--- src/rtl/ks_add_arbiter_pkg.sv ---
// ============================================================================
// Module  : ks_add_arbiter_pkg
// Purpose : Shared constants and helpers for the shared-adder arbiter.
// Rev     : 1.0  initial release
// ============================================================================
`default_nettype none

package ks_add_arbiter_pkg;

  // Adder latency of the registered Kogge-Stone adder this block is paired with.
  localparam int DEFAULT_ADD_LAT = 3;

  // Requester index width; at least one bit even for a single requester.
  function automatic int id_width(input int n);
    return (n <= 2) ? 1 : $clog2(n);
  endfunction

endpackage

`default_nettype wire

--- src/rtl/rr_arbiter.sv ---
// ============================================================================
// Module  : rr_arbiter
// Purpose : Combinational round-robin picker. Scans ptr, ptr+1, ... mod N and
//           grants the first active request. Never grants an idle slot.
// Rev     : 1.0  initial release
// ============================================================================
`default_nettype none

module rr_arbiter
  import ks_add_arbiter_pkg::*;
#(
  parameter  int N    = 4,
  localparam int ID_W = id_width(N)
) (
  input  logic [N-1:0]    req,
  input  logic [ID_W-1:0] ptr,
  output logic [N-1:0]    gnt,
  output logic [ID_W-1:0] gnt_idx,
  output logic            gnt_any
);

  // One extra bit so ptr+j can be wrapped against N without overflow.
  logic [ID_W:0] cand;

  // Rotating priority scan starting at ptr; first hit wins.
  always_comb begin
    gnt     = '0;
    gnt_idx = '0;
    gnt_any = 1'b0;
    cand    = '0;
    for (int j = 0; j < N; j++) begin
      cand = {1'b0, ptr} + (ID_W+1)'(j);
      if (cand >= (ID_W+1)'(N)) begin
        cand = cand - (ID_W+1)'(N);
      end
      if (!gnt_any && req[cand[ID_W-1:0]]) begin
        gnt_any = 1'b1;
        gnt_idx = cand[ID_W-1:0];
      end
    end
    gnt[gnt_idx] = gnt_any;
  end

endmodule

`default_nettype wire

--- src/rtl/ks_add_arbiter.sv ---
// ============================================================================
// Module  : ks_add_arbiter
// Purpose : Shares one pipelined adder among N_REQ requesters. Round-robin
//           grant, one issue per cycle, and a tag pipeline matched to the
//           adder latency that routes each sum back to its issuer.
// Rev     : 1.0  initial release
// ============================================================================
`default_nettype none

module ks_add_arbiter
  import ks_add_arbiter_pkg::*;
#(
  parameter  int N_REQ   = 4,
  parameter  int W       = 64,
  parameter  int ADD_LAT = DEFAULT_ADD_LAT,
  localparam int ID_W    = id_width(N_REQ)
) (
  input  logic               clk,
  input  logic               rst,
  input  logic [N_REQ-1:0]   req_valid,
  output logic [N_REQ-1:0]   req_ready,
  input  logic [N_REQ*W-1:0] req_a,
  input  logic [N_REQ*W-1:0] req_b,
  input  logic [N_REQ-1:0]   req_cin,
  output logic [W-1:0]       add_a,
  output logic [W-1:0]       add_b,
  output logic               add_cin,
  input  logic [W-1:0]       add_sum,
  input  logic               add_cout,
  output logic               rsp_valid,
  output logic [ID_W-1:0]    rsp_id,
  output logic [W-1:0]       rsp_sum,
  output logic               rsp_cout,
  output logic               busy
);

  logic [ID_W-1:0]  rr_ptr;
  logic [N_REQ-1:0] req_masked;
  logic [N_REQ-1:0] gnt;
  logic [ID_W-1:0]  gnt_idx;
  logic             gnt_any;

  // One {valid,id} per adder stage; the tail lines up with add_sum/add_cout.
  logic [ADD_LAT-1:0] tag_valid;
  logic [ID_W-1:0]    tag_id [ADD_LAT];

  // Nothing may be granted while reset is held.
  assign req_masked = rst ? '0 : req_valid;

  rr_arbiter #(.N(N_REQ)) u_rr_arbiter (
    .req     (req_masked),
    .ptr     (rr_ptr),
    .gnt     (gnt),
    .gnt_idx (gnt_idx),
    .gnt_any (gnt_any)
  );

  assign req_ready = gnt;

  // Route the granted requester's operands to the adder; zeros when idle.
  always_comb begin
    add_a   = '0;
    add_b   = '0;
    add_cin = 1'b0;
    for (int i = 0; i < N_REQ; i++) begin
      if (gnt[i]) begin
        add_a   = req_a[i*W +: W];
        add_b   = req_b[i*W +: W];
        add_cin = req_cin[i];
      end
    end
  end

  // Priority moves to the slot just after the last winner.
  always_ff @(posedge clk) begin
    if (rst) begin
      rr_ptr <= '0;
    end else if (gnt_any) begin
      rr_ptr <= (gnt_idx == ID_W'(N_REQ-1)) ? '0 : gnt_idx + ID_W'(1);
    end
  end

  // Tag shift register tracking which requester owns each adder stage.
  always_ff @(posedge clk) begin
    if (rst) begin
      tag_valid <= '0;
      for (int k = 0; k < ADD_LAT; k++) begin
        tag_id[k] <= '0;
      end
    end else begin
      tag_valid[0] <= gnt_any;
      tag_id[0]    <= gnt_idx;
      for (int k = 1; k < ADD_LAT; k++) begin
        tag_valid[k] <= tag_valid[k-1];
        tag_id[k]    <= tag_id[k-1];
      end
    end
  end

  // Response register; data holds between responses.
  always_ff @(posedge clk) begin
    if (rst) begin
      rsp_valid <= 1'b0;
      rsp_id    <= '0;
      rsp_sum   <= '0;
      rsp_cout  <= 1'b0;
    end else begin
      rsp_valid <= tag_valid[ADD_LAT-1];
      rsp_id    <= tag_id[ADD_LAT-1];
      if (tag_valid[ADD_LAT-1]) begin
        rsp_sum  <= add_sum;
        rsp_cout <= add_cout;
      end
    end
  end

  assign busy = (|tag_valid) | rsp_valid;

endmodule

`default_nettype wire

--- config.mk ---
export PLATFORM = sky130hd
export DESIGN_NAME = ks_add_arbiter
export DESIGN_NICKNAME = d
export VERILOG_FILES = /design/src/rtl/ks_add_arbiter_pkg.sv /design/src/rtl/rr_arbiter.sv /design/src/rtl/ks_add_arbiter.sv
export SDC_FILE = /design/constraint.sdc
export NUM_CORES = 1
export LEC_CHECK = 0
export ABC_AREA = 0
export CAP_MARGIN = 40
export CORE_AREA = 3 3 302 304
export DETAILED_ROUTE_END_ITERATION = 7
export DIE_AREA = 0 0 305 307
export PLACE_DENSITY = 0.42
export SYNTH_ARGS = -nofsm -noshare
export SYNTH_HDL_FRONTEND = slang
export SYNTH_SLANG_ARGS = --single-unit
--- constraint.sdc ---
create_clock -name clk -period 3.55 [get_ports clk]
set_input_delay 0.5325 -clock clk [delete_from_list [all_inputs] [get_ports clk]]
set_output_delay 0.5325 -clock clk [all_outputs]
set_load 0.1 [all_outputs]
Yosys cells after proc, flatten, opt, wreduce, memory -nomap -nowiden
Memories as Yosys holds them, arrays and structs flattened. A register that Yosys moved wholly into a read port is not among the register bits.
Cells that the tools add are included.
{ "op_classes": {"n_mux": 42, "shifts": 0, "n_mul": 0, "eq_ne": 1, "n_addsub": 8, "div": 0, "n_bitwise": 5, "order_cmp": 10, "reduce_logical": 8} }
{ "ops": {"columns": ["op", "count"], "rows": [
  ["$mux 64", 8],
  ["$mux 2", 12],
  ["$mux 1", 16],
  ["$lt 2x3->1 const B", 5],
  ["$ge 3x3->1 const B", 3],
  ["$bmux 1 s2", 4],
  ["$sub 2x1->2 const B", 4],
  ["$add 2x2->3 const B", 2],
  ["$and 4x4->4", 1],
  ["$logic_and 1x1->1", 4],
  ["$mux 4", 1],
  ["$or 1x1->1", 4],
  ["$add 2x1->3 const B", 1],
  ["$ge 2x3->1 const B", 1],
  ["$logic_not 1->1", 3],
  ["$reduce_or 3->1", 1],
  ["$add 2x1->2 const B", 1],
  ["$demux 1 s2", 1],
  ["$eq 2x2->1 const B", 1],
  ["$ge 2x1->1 const B", 1]
]} }
{ "totals": {"mem_bits_rw": 6, "input_bits": 587, "romBits": 0, "reg_bits": 71, "out_inout_bits": 202, "latchBits": 0, "n_memories": 1, "wordCells": 80} }
{ "memory_table": {"columns": ["memory", "depth", "width", "read_ports", "rd_ports_with_merged_regs", "write_ports", "line", "rtl"], "rows": [
  ["tag_id", 3, 2, 3, 1, 3, "ks_add_arbiter.sv:45", "logic [ID_W-1:0] tag_id [ADD_LAT];"]
]} }

Logic depth before layout (Yosys ltp)
{ "logic_depth": {"ltp_word": 23, "ltp_mapped": 13, "depth_no_buf": 9} }

Modules after synthesis
Synthesis repeated with hierarchy kept, for this count alone.
{ "hier_totals": {"cells_unflattened": 745, "area_unflattened_um2": 6725.2} }
{ "by_module_without_submodules": {"columns": ["module", "area_each_um2", "cells_per_inst", "n_inst", "seq_area_each_um2"], "rows": [
  ["ks_add_arbiter", 6542.5, 713, 1, 1581.5],
  ["rr_arbiter", 182.7, 32, 1, 0.0]
]} }

Worst setup path before layout
Ideal clock, no wire load.
{ "synth_timing": {"path_type": "input-to-output", "start": "input rst", "end": "output add_a[63]", "n_path_buf": 2, "slack_ns": -0.653, "arrival_ns": 3.670, "required_time_ns": 3.017, "path_stages": 11, "cell_sequence": "buf_2 -> nor2b_1 -> nand3_1 -> a31oi_1 -> or3_1 -> ha_1 -> buf_6 -> nor2b_1 -> a221oi_1 -> a211o_1 -> a21oi_1"} }
{ "synth_between": {"elab_chain_cells": 22, "word_cells_on_any_way": 33, "classes_between": "2 x order compare; 23 x mux; 1 x bitwise; 7 x reduce/logical"} }
{ "synth_rtl": {"columns": ["item", "line", "rtl"], "rows": [
  ["start: declaration", "ks_add_arbiter.sv:19", "input logic rst,"],
  ["$mux 4 *", "ks_add_arbiter.sv:48", "assign req_masked = rst ? '0 : req_valid;"],
  ["$bmux 1 s2", "rr_arbiter.sv:36", "if (!gnt_any && req[cand[ID_W-1:0]]) begin"],
  ["$mux 1 (not written as such)", "rr_arbiter.sv:36", null],
  ["$mux 1", "rr_arbiter.sv:36", null],
  ["$logic_not 1->1", "rr_arbiter.sv:36", null],
  ["$logic_and 1x1->1", "rr_arbiter.sv:36", null],
  ["$mux 1", "rr_arbiter.sv:36", null],
  ["$logic_not 1->1", "rr_arbiter.sv:36", null],
  ["(+4 left out)", null, null],
  ["$mux 2", "rr_arbiter.sv:36", null],
  ["$lt 2x3->1 (not written as such) or $ge 2x1->1 (tied branches)", "rr_arbiter.sv:41", "gnt[gnt_idx] = gnt_any;"],
  ["$logic_and 1x1->1 (not written as such)", "rr_arbiter.sv:41", null],
  ["$mux 1 (not written as such)", "rr_arbiter.sv:41", null],
  ["$demux 1 s2", null, null],
  ["$and 4x4->4 (no line) *", null, null],
  ["$mux 64 (3 in series)", "ks_add_arbiter.sv:66", "if (gnt[i]) begin"],
  ["$mux 64 *", "ks_add_arbiter.sv:66", null],
  ["end: declaration", "ks_add_arbiter.sv:25", "output logic [W-1:0] add_a,"]
]} }
Every way passes the cells marked *; elsewhere a longest branch is shown, timed or not. The select of a mux whose other input is x is not followed.

Worst setup path after layout
{ "layout_timing": {"start": "register rr_ptr[0]", "end": "output add_a[47]"} }
{ "layout_between": {"elab_chain_cells": 23, "word_cells_on_any_way": 47, "classes_between": "7 x add/sub; 6 x order compare; 26 x mux; 1 x bitwise; 7 x reduce/logical"} }
{ "layout_rtl": {"columns": ["item", "line", "rtl"], "rows": [
  ["start: declaration", "ks_add_arbiter.sv:37", "logic [ID_W-1:0] rr_ptr;"],
  ["start signal: assignment", "ks_add_arbiter.sv:79", "rr_ptr <= (gnt_idx == ID_W'(N_REQ-1)) ? '0 : gnt_idx + ID_W'(1);"],
  ["parallel branches: the longest is 13 deep, another holds $add 2x1->3", null, null],
  ["$mux 2 *", "rr_arbiter.sv:36", null],
  ["via gnt_idx[0]", "ks_add_arbiter.sv:40", "logic [ID_W-1:0] gnt_idx;"],
  ["$lt 2x3->1 (not written as such) or $ge 2x1->1 (tied branches)", "rr_arbiter.sv:41", null],
  ["$logic_and 1x1->1 (not written as such)", "rr_arbiter.sv:41", null],
  ["$mux 1 (not written as such)", "rr_arbiter.sv:41", null],
  ["$demux 1 s2 *", null, null],
  ["$and 4x4->4 (no line) *", null, null],
  ["$mux 64 (3 in series)", "ks_add_arbiter.sv:66", null],
  ["$mux 64 *", "ks_add_arbiter.sv:66", null]
]} }
Mark *: on every way through the listed nets, which the timed path passes. The select of a mux whose other input is x is not followed.

==> metrics.md <==
| Metric | Value |
|---|---|
| Top_reg_cell synth | `dfxtp_1` |
| Bufs on Longest Clock Path | `2` |
| Top Ports | `between 700 and 800` |
| Post-synth ARST share | `0%` |
| First-pass GRT wire length | `between 80,000 and 90,000 um` |
| Slew headroom | `50.39%` |
| Post-synth EDFFs | `0` |
| Core Footprint | `88,510 sq um` |
| Cells after Synth | `1,287` |
| Total number of vias | `roughly 12,000` |
| Synthesis Warnings | `0` |
| Drt wl/cell | `around 19 um` |
| Initial core utilization | `~9%` |
| Lkg Pwr | `8.572 nW` |
| Critical path class | `reg -> out` |
| HPWL Detailed | `approximately 54,000 um` |
| 1st-iter DRT viols | `approximately 710` |
| Gr busiest metal | `met2` |
| TritonCTS clock tree | `yes` |
| Cell variety after synth | `32` |
| Initial antenna violation count | `12` |
| Total wire length | `62,690 um` |
| Largest net degree at the start of global routing | `72` |
| Rows | `about 110` |
| Register area | `roughly 1600 sq um` |
| Full die area | `~94,000 sq um` |
| Outcome | `completed` |
| Final Hold Vio Count | `0` |
| Met2 layer usage reported by global route | `roughly 22%` |
| Layout cell share with drive strength beyond 1 | `25.15%` |
| Pre-CTS WS | `-0.7969 ns` |
| Synthesized flop and latch total | `between 70 and 80` |
| Final Cycle Share | `95.85%` |
| Die W | `roughly 300 um` |
| Vias in the first global route | `approximately 13,000` |
| Max-slew violations | `0` |
| Residual DRC | `0` |
| WP data arrival | `2.87 ns` |
| Hold WS | `~0.44 ns` |
| Syn_nets | `1,878` |
| H-Tree Level Count | `3` |
| Max Freq | `slightly below 300 MHz` |
| Pwr Density | `341.4 nW/um^2` |
| Total GRT Usage | `between 10% and 20%` |
| Root buf cell | `clkbuf_16` |
| Post-synthesis instance area | `between 7000 and 8000 sq um` |
| Port Buf Inserts | `between 700 and 800` |
| Grt total ovfl | `0` |
| Final WS setup | `0.1475 ns` |
| Required @ worst endpoint | `3.02 ns` |
| Max IR drop VDD | `0.0001802 V` |
| Height of the die | `between 300 and 400 um` |
| Syn-to-layout area delta | `174.0%` |
| Worst Path Max Fanout | `between 40 and 50` |
| Post-synthesis sequential area ratio | `between 10% and 20%` |
| Pre-antenna DRT Iters | `6` |
| Final #Nets | `2,781` |
| Vias per std cell | `about 3.7` |
| Worst skew pair latency | `around 0.36 ns` |
| Min Tclk post-route | `approximately 3.4 ns` |
| Clock slew at reported path FFs | `~0.070 ns` |
| Worst-Margin Slew | `0.7441 ns` |
| Fill count | `9,598` |
| TritonCTS sink count | `79` |
| GP Congestion | `0.8376` |
| Max cap viols | `0` |
| Area of the multi-input gates | `approximately 5600 sq um` |
| Antenna Nets Post-Route | `0` |
| CTS Buf Count | `9` |
| CP endpoint kind | `output pin` |
| Final setup fails | `0` |
| Syn avg cell area | `slightly above 6 sq um` |
| GRT met3 Usage | `approximately 3.6%` |
| Final Skew | `between 0.007 and 0.008 ns` |
| CP Launch Type | `register` |
| GR Util met1 | `between 10% and 20%` |
| Worst min path class | `reg -> reg` |
-- kinds of logic (layout without fill, tap and decap cells) --
logic type / count (synthesis) / in the layout / synth area share [%]
muxes: 65 / 65 / 8.204
DFF: 79 / 79 / 19.94
adders and majority gates: 4 / 4 / 0.6311
buffers and inverters: 264 / 1172 / 16.12
AOI/OAI and AO/OA: 520 / 520 / 37.27
other: 0 / 3 / 0
and+or+nand+nor: 355 / 355 / 17.83
-- critical path, cell delays in order, from the launching register on --
cell and delay (ns):
dfxtp_4 0.39, nand2b_4 0.14, nand2_1 0.08, a31oi_4 0.23, and3_4 0.24, ha_4 0.17
buf_12 0.12, buf_12 0.19, buf_4 0.21, a21oi_1 0.07, o21ai_0 0.10, a22oi_1 0.12
nor2_2 0.15, buf_12 0.20
-- per-stage QoR --
step,area [sq um],cells,setup TNS (ns),total power [mW],utilization [%]
6_report,21730,3363,0,7.420,24.55
4_1_cts,21570,3356,0,7.476,24.37
3_3_place_gp,19660,3268,-35.64,6.343,22.21
3_5_place_dp,21170,3337,-34.46,6.463,23.91
2_1_floorplan,8259,1287,-0.1045,3.868,-
5_1_grt,21720,3360,-0.01040,7.786,24.54
-- registers in the layout, indices dropped and copies added, names as in the netlist --
register   count
rsp_sum       64
tag_id         6
tag_valid      3
rr_ptr         2
rsp_id         2
rsp_cout       1
rsp_valid      1
-- final timing paths --
kind / startpoint / end / slack (ns) / cells after the start
min reg2reg: tag_id[0][0]$_SDFF_PP0_ / tag_id[1][0]$_SDFF_PP0_ / 0.44 / 1
max: rr_ptr[0]$_SDFFE_PP0P_ / add_a[47] / 0.15 / 13
max reg2reg: tag_valid[2]$_SDFF_PP0_ / rsp_sum[4]$_SDFFE_PP0P_ / 1.65 / 4
min: tag_id[0][0]$_SDFF_PP0_ / tag_id[1][0]$_SDFF_PP0_ / 0.44 / 1
-- cells in the mapped netlist (all sizes together) (4+ instances only) --
cell | n | area share, %
a21oi | 257 | 16
a22oi | 126 | 12
and2 | 4 | 0.32
buf | 67 | 6.8
clkbuf | 65 | 3.1
dfxtp | 79 | 20
ha | 4 | 0.63
inv | 132 | 6.2
mux2i | 65 | 8.2
nand2 | 134 | 6.3
nor2 | 192 | 9.2
nor2b | 12 | 0.95
o21ai | 128 | 8.1
-- power by group --
group          switching [mW]  internal (mW)
Sequential             0.0220          0.922
Combinational            3.25           2.29
Clock                   0.451          0.491
Total                    3.72           3.70
-- cell usage in the layout, fill, tap and decap left out, drive strengths merged --
cell	synthesis	layout
nand3	2	2
clkinv	0	3
clkdlybuf4s50	0	650
nor2b	12	12
inv	132	136
nand3b	1	1
dfxtp	79	79
or2	1	1
ha	4	4
mux2i	65	65
and2	4	4
diode	0	3
nor4	1	1
nor2	192	192
a31oi	2	2
a21oi	257	257
buf	67	372
nand2	134	134
o21ai	128	128
a221oi	3	3
a211o	3	3
a22oi	126	126
nand2b	1	1
nor3	3	3
or4	1	1
clkbuf	65	11
o211ai	1	1
or3	1	1
and3	2	2
-- what timing repair did --
action / CTS / global route
endpoints found under the setup margin: 131 / 97
pin swaps: 9 / 14
hold buffers: 0 / 0
resized for setup: 35 / 32
cloned: 0 / 2
buffers inserted: 3 / 2
-- per-layer routing --
layer | vias to the layer above | wire length (um)
met5 | - | 48
met4 | 8 | 1139
met3 | 53 | 4734
met2 | 537 | 30620
met1 | 5694 | 26150
li1 | 6171 | -
-- layout make-up --
| type | instances | share of cell area [%] |
|---|---|---|
| multi-input combinational | 944 | 25.79 |
| inverter | 132 | 2.280 |
| tap | 1165 | 6.707 |
| sequential | 79 | 7.318 |
| clock inverter | 7 | 0.2879 |
| clock buffer | 9 | 1.036 |
| timing repair buffer | 1024 | 56.55 |
| antenna | 3 | 0.03454 |
No activity file was read; power rests on OpenSTA's default activity.
